===== src/rtl/ah_pl2ddr_pkg.sv =====
// Shared types and elaboration helpers for the PL-to-DDR sample packer.
// A FIFO entry is laid out as {tlast, tdata}, so tlast sits at bit OUT_WIDTH.
package ah_pl2ddr_pkg;

    typedef enum logic [1:0] {
        ST_IDLE  = 2'd0,
        ST_RUN   = 2'd1,
        ST_FLUSH = 2'd2,
        ST_DONE  = 2'd3
    } state_e;

    function automatic int clog2_f(input int n);
        int r;
        r = 0;
        for (int v = 1; v < n; v = v * 2) begin
            r++;
        end
        return r;
    endfunction

    function automatic int pack_ratio(input int out_w, input int data_w);
        return out_w / data_w;
    endfunction

    function automatic int entry_width(input int out_w);
        return out_w + 1;
    endfunction

endpackage


===== src/rtl/ah_pl2ddr_sync_fifo.sv =====
// First-word-fall-through synchronous FIFO; head entry is visible whenever empty_o=0.
// A push on a full FIFO only lands when a pop happens in the same cycle.
module ah_pl2ddr_sync_fifo
    import ah_pl2ddr_pkg::*;
#(
    parameter int WIDTH = 33,
    parameter int DEPTH = 16
) (
    input  logic             clk,
    input  logic             resetn,
    input  logic             push_i,
    input  logic [WIDTH-1:0] push_data_i,
    input  logic             pop_i,
    output logic [WIDTH-1:0] pop_data_o,
    output logic             full_o,
    output logic             empty_o
);

    localparam int AW = clog2_f(DEPTH);

    logic [WIDTH-1:0] mem [DEPTH];
    logic [AW:0]      wr_q, rd_q;
    logic             do_push, do_pop;

    assign empty_o    = (wr_q == rd_q);
    assign full_o     = (wr_q[AW] != rd_q[AW]) && (wr_q[AW-1:0] == rd_q[AW-1:0]);
    assign do_pop     = pop_i && !empty_o;
    assign do_push    = push_i && (!full_o || do_pop);
    assign pop_data_o = mem[rd_q[AW-1:0]];

    always_ff @(posedge clk) begin
        if (do_push) begin
            mem[wr_q[AW-1:0]] <= push_data_i;
        end
    end

    always_ff @(posedge clk or negedge resetn) begin
        if (!resetn) begin
            wr_q <= '0;
            rd_q <= '0;
        end else begin
            if (do_push) wr_q <= wr_q + 1'b1;
            if (do_pop)  rd_q <= rd_q + 1'b1;
        end
    end

endmodule


===== src/rtl/ah_pl2ddr_sample_packer.sv =====
// Packs DATA_WIDTH samples LSB-lane-first into OUT_WIDTH words for a programmed
// transfer length and streams them out through a FWFT FIFO with tlast on the final word.
module ah_pl2ddr_sample_packer
    import ah_pl2ddr_pkg::*;
#(
    parameter int DATA_WIDTH = 8,
    parameter int OUT_WIDTH  = 32,
    parameter int FIFO_DEPTH = 16
) (
    input  logic                  clk,
    input  logic                  resetn,
    input  logic                  start,
    input  logic [31:0]           sample_count,
    input  logic                  enable_in,
    input  logic [DATA_WIDTH-1:0] data_in,
    output logic [OUT_WIDTH-1:0]  m_tdata,
    output logic                  m_tvalid,
    input  logic                  m_tready,
    output logic                  m_tlast,
    output logic                  busy,
    output logic                  done,
    output logic                  overflow,
    output logic [31:0]           words_out
);

    localparam int PACK  = pack_ratio(OUT_WIDTH, DATA_WIDTH);
    localparam int IDX_W = (PACK > 1) ? clog2_f(PACK) : 1;
    localparam int EW    = entry_width(OUT_WIDTH);

    state_e                 state_q, state_d;
    logic [31:0]            remaining_q, remaining_d;
    logic [IDX_W-1:0]       idx_q, idx_d;
    logic [OUT_WIDTH-1:0]   pack_q, pack_d;
    logic                   push_q, push_d;
    logic [OUT_WIDTH-1:0]   push_data_q, push_data_d;
    logic                   push_last_q, push_last_d;
    logic                   overflow_q, overflow_d;
    logic [31:0]            words_out_q, words_out_d;

    logic [OUT_WIDTH-1:0]   word_merged;
    logic [EW-1:0]          fifo_head;
    logic                   fifo_full, fifo_empty, fifo_pop;
    logic                   last_sample;

    // Lanes above idx stay zero because pack_q is cleared after each word, which
    // gives the zero padding of a short final word for free.
    generate
        for (genvar gi = 0; gi < PACK; gi++) begin : g_lane
            assign word_merged[gi*DATA_WIDTH +: DATA_WIDTH] =
                (idx_q == IDX_W'(gi)) ? data_in : pack_q[gi*DATA_WIDTH +: DATA_WIDTH];
        end
    endgenerate

    assign last_sample = (remaining_q == 32'd1);
    assign fifo_pop    = m_tvalid && m_tready;

    always_comb begin
        state_d     = state_q;
        remaining_d = remaining_q;
        idx_d       = idx_q;
        pack_d      = pack_q;
        push_d      = 1'b0;
        push_data_d = push_data_q;
        push_last_d = push_last_q;
        overflow_d  = overflow_q;
        words_out_d = words_out_q + 32'(fifo_pop);

        if (push_q && fifo_full && !fifo_pop) begin
            overflow_d = 1'b1;
        end

        case (state_q)
            ST_IDLE: begin
                if (start && (sample_count != 32'd0)) begin
                    remaining_d = sample_count;
                    idx_d       = '0;
                    pack_d      = '0;
                    overflow_d  = 1'b0;
                    words_out_d = 32'd0;
                    state_d     = ST_RUN;
                end
            end
            ST_RUN: begin
                if (enable_in) begin
                    remaining_d = remaining_q - 32'd1;
                    if ((idx_q == IDX_W'(PACK - 1)) || last_sample) begin
                        push_d      = 1'b1;
                        push_data_d = word_merged;
                        push_last_d = last_sample;
                        pack_d      = '0;
                        idx_d       = '0;
                        if (last_sample) state_d = ST_FLUSH;
                    end else begin
                        pack_d = word_merged;
                        idx_d  = idx_q + 1'b1;
                    end
                end
            end
            // With no push pending, an empty FIFO means the tlast word has either
            // handshaken or been dropped.
            ST_FLUSH: begin
                if (!push_q && fifo_empty) state_d = ST_DONE;
            end
            default: begin
                state_d = ST_IDLE;
            end
        endcase
    end

    always_ff @(posedge clk or negedge resetn) begin
        if (!resetn) begin
            state_q     <= ST_IDLE;
            remaining_q <= '0;
            idx_q       <= '0;
            pack_q      <= '0;
            push_q      <= 1'b0;
            push_data_q <= '0;
            push_last_q <= 1'b0;
            overflow_q  <= 1'b0;
            words_out_q <= '0;
        end else begin
            state_q     <= state_d;
            remaining_q <= remaining_d;
            idx_q       <= idx_d;
            pack_q      <= pack_d;
            push_q      <= push_d;
            push_data_q <= push_data_d;
            push_last_q <= push_last_d;
            overflow_q  <= overflow_d;
            words_out_q <= words_out_d;
        end
    end

    ah_pl2ddr_sync_fifo #(
        .WIDTH(EW),
        .DEPTH(FIFO_DEPTH)
    ) u_fifo (
        .clk        (clk),
        .resetn     (resetn),
        .push_i     (push_q),
        .push_data_i({push_last_q, push_data_q}),
        .pop_i      (fifo_pop),
        .pop_data_o (fifo_head),
        .full_o     (fifo_full),
        .empty_o    (fifo_empty)
    );

    assign m_tvalid  = !fifo_empty;
    assign m_tdata   = fifo_empty ? '0 : fifo_head[OUT_WIDTH-1:0];
    assign m_tlast   = !fifo_empty && fifo_head[OUT_WIDTH];
    assign busy      = (state_q != ST_IDLE);
    assign done      = (state_q == ST_DONE);
    assign overflow  = overflow_q;
    assign words_out = words_out_q;

endmodule

===== config.mk =====
export PLATFORM = sky130hd
export DESIGN_NAME = ah_pl2ddr_sample_packer
export DESIGN_NICKNAME = d
export VERILOG_FILES = /design/src/rtl/ah_pl2ddr_pkg.sv /design/src/rtl/ah_pl2ddr_sync_fifo.sv /design/src/rtl/ah_pl2ddr_sample_packer.sv
export SDC_FILE = /design/constraint.sdc
export NUM_CORES = 1
export LEC_CHECK = 0
export ABC_AREA = 1
export CORE_ASPECT_RATIO = 0.75
export CORE_MARGIN = 2
export CORE_UTILIZATION = 45
export CTS_CLUSTER_DIAMETER = 30
export DETAILED_ROUTE_END_ITERATION = 6
export GPL_ROUTABILITY_DRIVEN = 0
export PLACE_DENSITY = 0.71
export RECOVER_POWER = 25
export SLEW_MARGIN = 20
export SYNTH_ARGS = -nofsm -noshare
export SYNTH_HDL_FRONTEND = slang
export SYNTH_HIERARCHICAL = 1
export SYNTH_SLANG_ARGS = --single-unit
export TNS_END_PERCENT = 50

===== constraint.sdc =====
create_clock -name clk -period 4.5 [get_ports clk]
set_input_delay 0.9 -clock clk [delete_from_list [all_inputs] [get_ports clk]]
set_output_delay 0.9 -clock clk [all_outputs]
set_load 0.05 [all_outputs]

## Word-level counts from Yosys, hierarchy flattened

Memories as Yosys holds them, arrays and structs flattened.
Index checks and enable logic that the tools add are counted.
Widths: inputs -> output; s select.

- $add $sub $neg: 5
- Equal/unequal tests: 15
- Reductions and logical operators: 23
- Muxes and demuxes: 32

Operators by type and width:

| kind | count |
|---|---|
| $mux 32 | 8 |
| $pmux 32 s2 | 2 |
| $add 32x1->32 | 1 |
| $eq 32x1->1 const B | 1 |
| $mux 8 | 4 |
| $reduce_bool 32->1 | 1 |
| $sub 32x1->32 const B | 1 |
| $mux 2 | 8 |
| $add 5x1->5 const B | 2 |
| $ne 2x2->1 const B | 5 |
| $logic_and 1x1->1 | 9 |
| $eq 2x2->1 const B | 4 |
| $mux 1 | 8 |
| $pmux 2 s3 | 1 |
| $reduce_and 3->1 | 2 |
| $eq 5x5->1 | 1 |
| $reduce_and 5->1 | 1 |
| $eq 2x1->1 const B | 2 |
| $eq 4x4->1 | 1 |
| $logic_not 1->1 | 4 |
| $logic_not 2->1 | 2 |
| $pmux 2 s2 | 1 |
| $reduce_bool 2->1 | 2 |
| $add 2x1->2 const B | 1 |
| other kinds (2) | 3 |

- Memories: 1
- Word-level logic and storage cells: 87
- Bits of input ports: 45
- Bits in registers: 145
- Bits in writable memories: 528

Memories:

| memory | words | width | rd ports | clocked after Yosys merged registers in | write ports | RTL line | RTL |
|---|---|---|---|---|---|---|---|
| u_fifo.mem | 16 | 33 | 1 | 0 | 1 | ah_pl2ddr_sync_fifo.sv:21 | `logic [WIDTH-1:0] mem [DEPTH];` |

## Depth between registers and ports, before layout

- Depth in word-level cells: 8
- Depth in mapped cells: 20
- Mapped depth without buffers: 18

## By module

The synthesis kept the hierarchy.

By module, submodules not included:

| module | cells an instance | instances | sequential area each (um2) | area each (um2) |
|---|---|---|---|---|
| ah_pl2ddr_sync_fifo | 1717 | 1 | 16105.4 | 21508.1 |
| ah_pl2ddr_sample_packer | 1195 | 1 | 3378.2 | 8145.3 |

## Worst setup path before layout

No wires, ideal clock.

- Path type: reg2reg
- From: reg u_fifo.rd_q[0]
- To: mem u_fifo.mem[10][0] (enable)
- Data arrival time: 3241 ps
- Buffers on the path: 3
- Library setup time: 423 ps
- Stages on the path, launching flop included: 15
- Path slack: 836 ps
- Cells stage by stage: dfrtp_1 -> inv_2 -> buf_6 -> nand2_1 -> nand2_1 -> nor2_4 -> nand3_1 -> inv_1 -> clkbuf_1 -> nor2_1 -> inv_1 -> nand4_4 -> nand2_2 -> buf_4 -> nor2_1

- Word-level cells in the longest chain between the ends: 8
- Elaborated cells on any way between the ends: 11
- Classes of those cells: eq/ne (2); mux (2); reduce/logical (7)

Ends and longest elaborated chain:

| item | RTL line | RTL |
|---|---|---|
| start: declaration | ah_pl2ddr_sync_fifo.sv:22 | `logic [AW:0] wr_q, rd_q;` |
| start signal: assignment | ah_pl2ddr_sync_fifo.sv:43 | `if (do_pop) rd_q <= rd_q + 1'b1;` |
| $eq 5x5->1 | ah_pl2ddr_sync_fifo.sv:25 | `assign empty_o = (wr_q == rd_q);` |
| named net fifo_empty | ah_pl2ddr_sample_packer.sv:42 | `logic fifo_full, fifo_empty, fifo_pop;` |
| $logic_not 1->1 | ah_pl2ddr_sample_packer.sv:148 | `assign m_tvalid = !fifo_empty;` |
| $logic_and 1x1->1 | ah_pl2ddr_sample_packer.sv:55 | `assign fifo_pop = m_tvalid && m_tready;` |
| named net fifo_pop | ah_pl2ddr_sample_packer.sv:42 |  |
| $logic_and 1x1->1 | ah_pl2ddr_sync_fifo.sv:27 | `assign do_pop = pop_i && !empty_o;` |
| $logic_or 1x1->1 | ah_pl2ddr_sync_fifo.sv:28 | `assign do_push = push_i && (!full_o \|\| do_pop);` |
| $logic_and 1x1->1 | ah_pl2ddr_sync_fifo.sv:28 |  |
| $mux 1 | ah_pl2ddr_sync_fifo.sv:32 | `if (do_push) begin` |
| $mux 1 (implied by the code) | ah_pl2ddr_sync_fifo.sv:33 | `mem[wr_q[AW-1:0]] <= push_data_i;` |
| end: declaration | ah_pl2ddr_sync_fifo.sv:21 |  |

The timed path passes the listed nets, and every way through them passes these cells.

## Worst setup path in the final report

- From: reg u_fifo.rd_q[0]
- To: out m_tdata[0]

- Word-level cells in the longest chain between the ends: 2
- Elaborated cells on any way between the ends: 3
- Classes of those cells: eq/ne (1); mux (1); memory (1)

Ends and longest elaborated chain:

| item | RTL line | RTL |
|---|---|---|
| $mem_v2 16x33 | -- |  |
| named net fifo_head[0] | ah_pl2ddr_sample_packer.sv:41 | `logic [EW-1:0] fifo_head;` |
| $mux 32 | ah_pl2ddr_sample_packer.sv:149 | `assign m_tdata = fifo_empty ? '0 : fifo_head[OUT_WIDTH-1:0];` |
| end: declaration | ah_pl2ddr_sample_packer.sv:16 | `output logic [OUT_WIDTH-1:0] m_tdata,` |

The timed path passes the listed nets, and every way through them passes these cells.

==> results.py <==
metrics = {
    "routing": {
        "drtAntennaViolNets": 0,
        "wl_um": 75600,
        "wl_per_cell_um": 19.0,
        "vias": 21306,
        "drt_first_pass_iters": 6,
        "viasPerCell": 5.35,
        "drcViolationCount": 0,
        "first_iter_violations": 2308,
    },
    "placement": {
        "post-dp-hpwl_um": 43900,
        "dpl.cell_count": 3794,
        "place_ws_ps": 819,
        "port_buffers": 113,
    },
    "final_layout": {
        "fillers": 5539,
        "final_common_cell": "nand2_1",
        "nNetsFinal": 3087,
        "area_growth_pct": 18.9,
        "antennaDiodeCount": 0,
        "drive_gt1_share_pct": 10.2,
        "stdcell_count": 3982,
        "layout_common_cells": "612 x nand2_1, 569 x nor2_1, 528 x edfxtp_1",
        "utilization_pct": 54.1,
    },
    "timing": {
        "slew_headroom_pct": -60.1,
        "slew_violations": 94,
        "tightest_slew_ps": 2400,
        "max_freq_mhz": 237,
        "fin_crit_ps": 4230,
        "tns_ps": 0,
        "final_hold_viol_count": 0,
        "final.setup.worst_slack_ps": 273,
        "finalClockSkew_ps": 18.7,
        "finalCritPeriodShare_pct": 93.9,
        "setup_viol": 0,
        "rsz0062_at_grt": "no",
    },
    "die": {
        "coreArea_um2": 65200,
        "num_rows": 81,
        "die_h_um": 226,
        "initial_utilization_pct": 45.5,
        "ios": 114,
        "die-area_um2": 68000,
        "fp.dieW_um": 300,
    },
    "power": {
        "p_sw_uw": 6450,
        "swShare_pct": 31.3,
        "peakVddDrop_uv": 623,
        "p_comb_share_pct": 19.2,
        "p_int_uw": 14100,
        "p_leak_uw": 0.0139,
        "pwr-share-seq_pct": 40.2,
        "p_per_area_nw_per_um2": 584,
        "power_frac_clock_pct": 40.5,
    },
    "synth": {
        "synth_compound_area_share_pct": 8.79,
        "ys_ff_latch": 673,
        "synthCells": 2912,
        "async_reset_ff_share_pct": 21.5,
        "ys_warn_count": 6,
        "synth_xor_area_share_pct": 0.945,
        "synth_ff_type": "edfxtp_1",
        "synth.area.mux_share_pct": 0.236,
        "synth_top_area_share_pct": 53.5,
        "syn_avg_cell_area_um2": 10.2,
        "synth.distinct_cells": 41,
        "synth_edf_count": 528,
        "syn-num-nets": 2974,
        "synth_top_family_by_area": "simple AND/OR/NAND/NOR gates",
        "synth_area_um2": 29700,
        "synth_area_leaders": "edfxtp_1 53%, dfrtp_1 12%, nand2_1 7.7%",
        "synthAdderAreaFrac_pct": 0.717,
        "synth_top_cell_by_area": "edfxtp_1",
        "yosysSeqAreaShare_pct": 65.7,
        "synth-simple-area-share_pct": 18.8,
    },
    "cts": {
        "cts_max_level": 3,
        "postCtsSetupRepairBufs": 0,
        "numCtsBuffers": 99,
        "cts-root-buf": "clkbuf_16",
        "cts_buffer_depth": 3,
        "clk_pin_slew_ps": 50,
        "insertion_delay_ps": 640,
        "cts_tree": "built",
        "cts_sinks": 673,
    },
    "global_routing": {
        "antenna_found_initial": 0,
        "grt_pass1_vias": 20125,
        "grt.total_usage_pct": 22.4,
        "grt_max_degree": 266,
        "grt_pass1_wl_um": 117000,
        "gr-total-overflow": 0,
    },
    "critical_path": {
        "worst-path-buf-inv": 5,
        "timing.rr.start": "u_fifo/rd_q[1]",
        "crit_start": "u_fifo/rd_q[0]",
        "worst_setup_path_start_kind": "register",
        "crit_arrival_ps": 3330,
        "crit_path_top_delay_cell": "buf_16",
        "timing_worst_setup_path_type": "reg -> out",
        "critPathMaxFanout": 189,
        "critPathRequiredTime_ps": 3600,
        "path_cells": "inv_6 -> buf_12 -> buf_16 -> o21ai_0 -> o211ai_1 -> nand3_1 -> nand2_1 -> inv_1 -> nor2_1 -> buf_4",
        "critPathMaxStageDelay_ps": 570,
        "crit_family": "buffers and inverters",
        "cp-end-kind": "primary output",
    },
    "flow_run": {
        "maxCapViolCount": 1,
    },
    "hold_path": {
        "hold_class": "reg -> reg",
        "hold_start": "pack_q[31]",
    },
    "run_status": {
        "violations": "max-capacitance violations, max-slew violations",
        "run_status": "finished with violations",
    },
}
## flip-flops by register name, summed over array words and instances, names as in the netlist
signal / count
remaining_q: 32
words_out: 32
push_q: 1
state_q: 2
u_fifo/wr_q: 5
idx_q: 2
u_fifo/mem: 528
push_data_q: 32
pack_q: 32
overflow: 1
u_fifo/rd_q: 5
push_last_q: 1
## per-stage QoR
stage               hold WS (ps)  instance area (um^2)  total power, uW
global placement             449                 31600            12300
CTS                          376                 35200            20700
finish                       461                 35300            20600
global route                 482                 35300            21500
floorplan                    436                 29700            11000
detailed placement           453                 31600            12300
## what timing repair did
item                                    in CTS  in global routing
hold buffers                                 0                  0
endpoints found under the setup margin       0                  1
resized for setup                            0                  1
hold endpoints to repair                     0                  0
## area by class of cell
class	instances	area (um^2)	share of cell area (%)
Inverter	190	718	2.04
Multi-Input combinational cell	1906	8870	25.2
Tap cell	871	1090	3.09
Clock buffer	113	2640	7.50
Sequential cell	673	19500	55.3
Clock inverter	74	1010	2.86
Timing Repair Buffer	155	1430	4.06
## tightest hold or removal path, cell delays in order, from the launching register on
cell,delay (ps)
dfrtp_1,340
nand2_1,50
inv_1,40
## power by group through the flow
stage,Sequential (uW),Combinational (uW),Clock (uW)
2_1_floorplan,8030,2980,0
3_3_place_gp,8370,3900,0
3_5_place_dp,8380,3940,0
4_1_cts,8270,3970,8450
5_1_grt,8370,4440,8720
6_report,8290,3960,8350
## routing by layer
metal,vias to the layer above,GRT usage (%),wire length (um)
met3,105,5.03,7080
met1,10181,32.7,33000
li1,10063,-,-
met4,0,6.00,1330
met2,957,33.9,34100
met5,-,0,0
## logic make-up (layout without fill, tap and decap cells)
| group | after synthesis | after routing |
|---|---|---|
| and+or+nand+nor | 1380 | 1380 |
| adders and majority gates | 17 | 17 |
| DFF | 673 | 673 |
| muxes | 7 | 7 |
| AOI/OAI and AO/OA | 470 | 470 |
| buffers and inverters | 333 | 532 |
| xor gates and xnor gates | 32 | 32 |
## Yosys cell counts (33+ instances only)
| cell | n |
|---|---|
| o22ai_1 | 33 |
| nor2_1 | 586 |
| nand3_1 | 84 |
| o21ai_0 | 324 |
| nand2_1 | 612 |
| o21ai_1 | 34 |
| buf_2 | 41 |
| clkbuf_1 | 71 |
| dfrtp_1 | 145 |
| o211ai_1 | 66 |
| edfxtp_1 | 528 |
| inv_1 | 181 |
## worst paths after layout
kind                       slack [ps]           endpoint  depth (start not counted)
setup reg to reg                 1050  u_fifo/mem[2][28]                         13
setup / recovery                  270         m_tdata[0]                         10
max in group asynchronous        1770     u_fifo/rd_q[1]                          1
min in group asynchronous        1000           overflow                          1
hold / removal                    460         pack_q[31]                          2
hold reg to reg                   460         pack_q[31]                          2
Note: power is estimated with default switching activity, not from simulation.
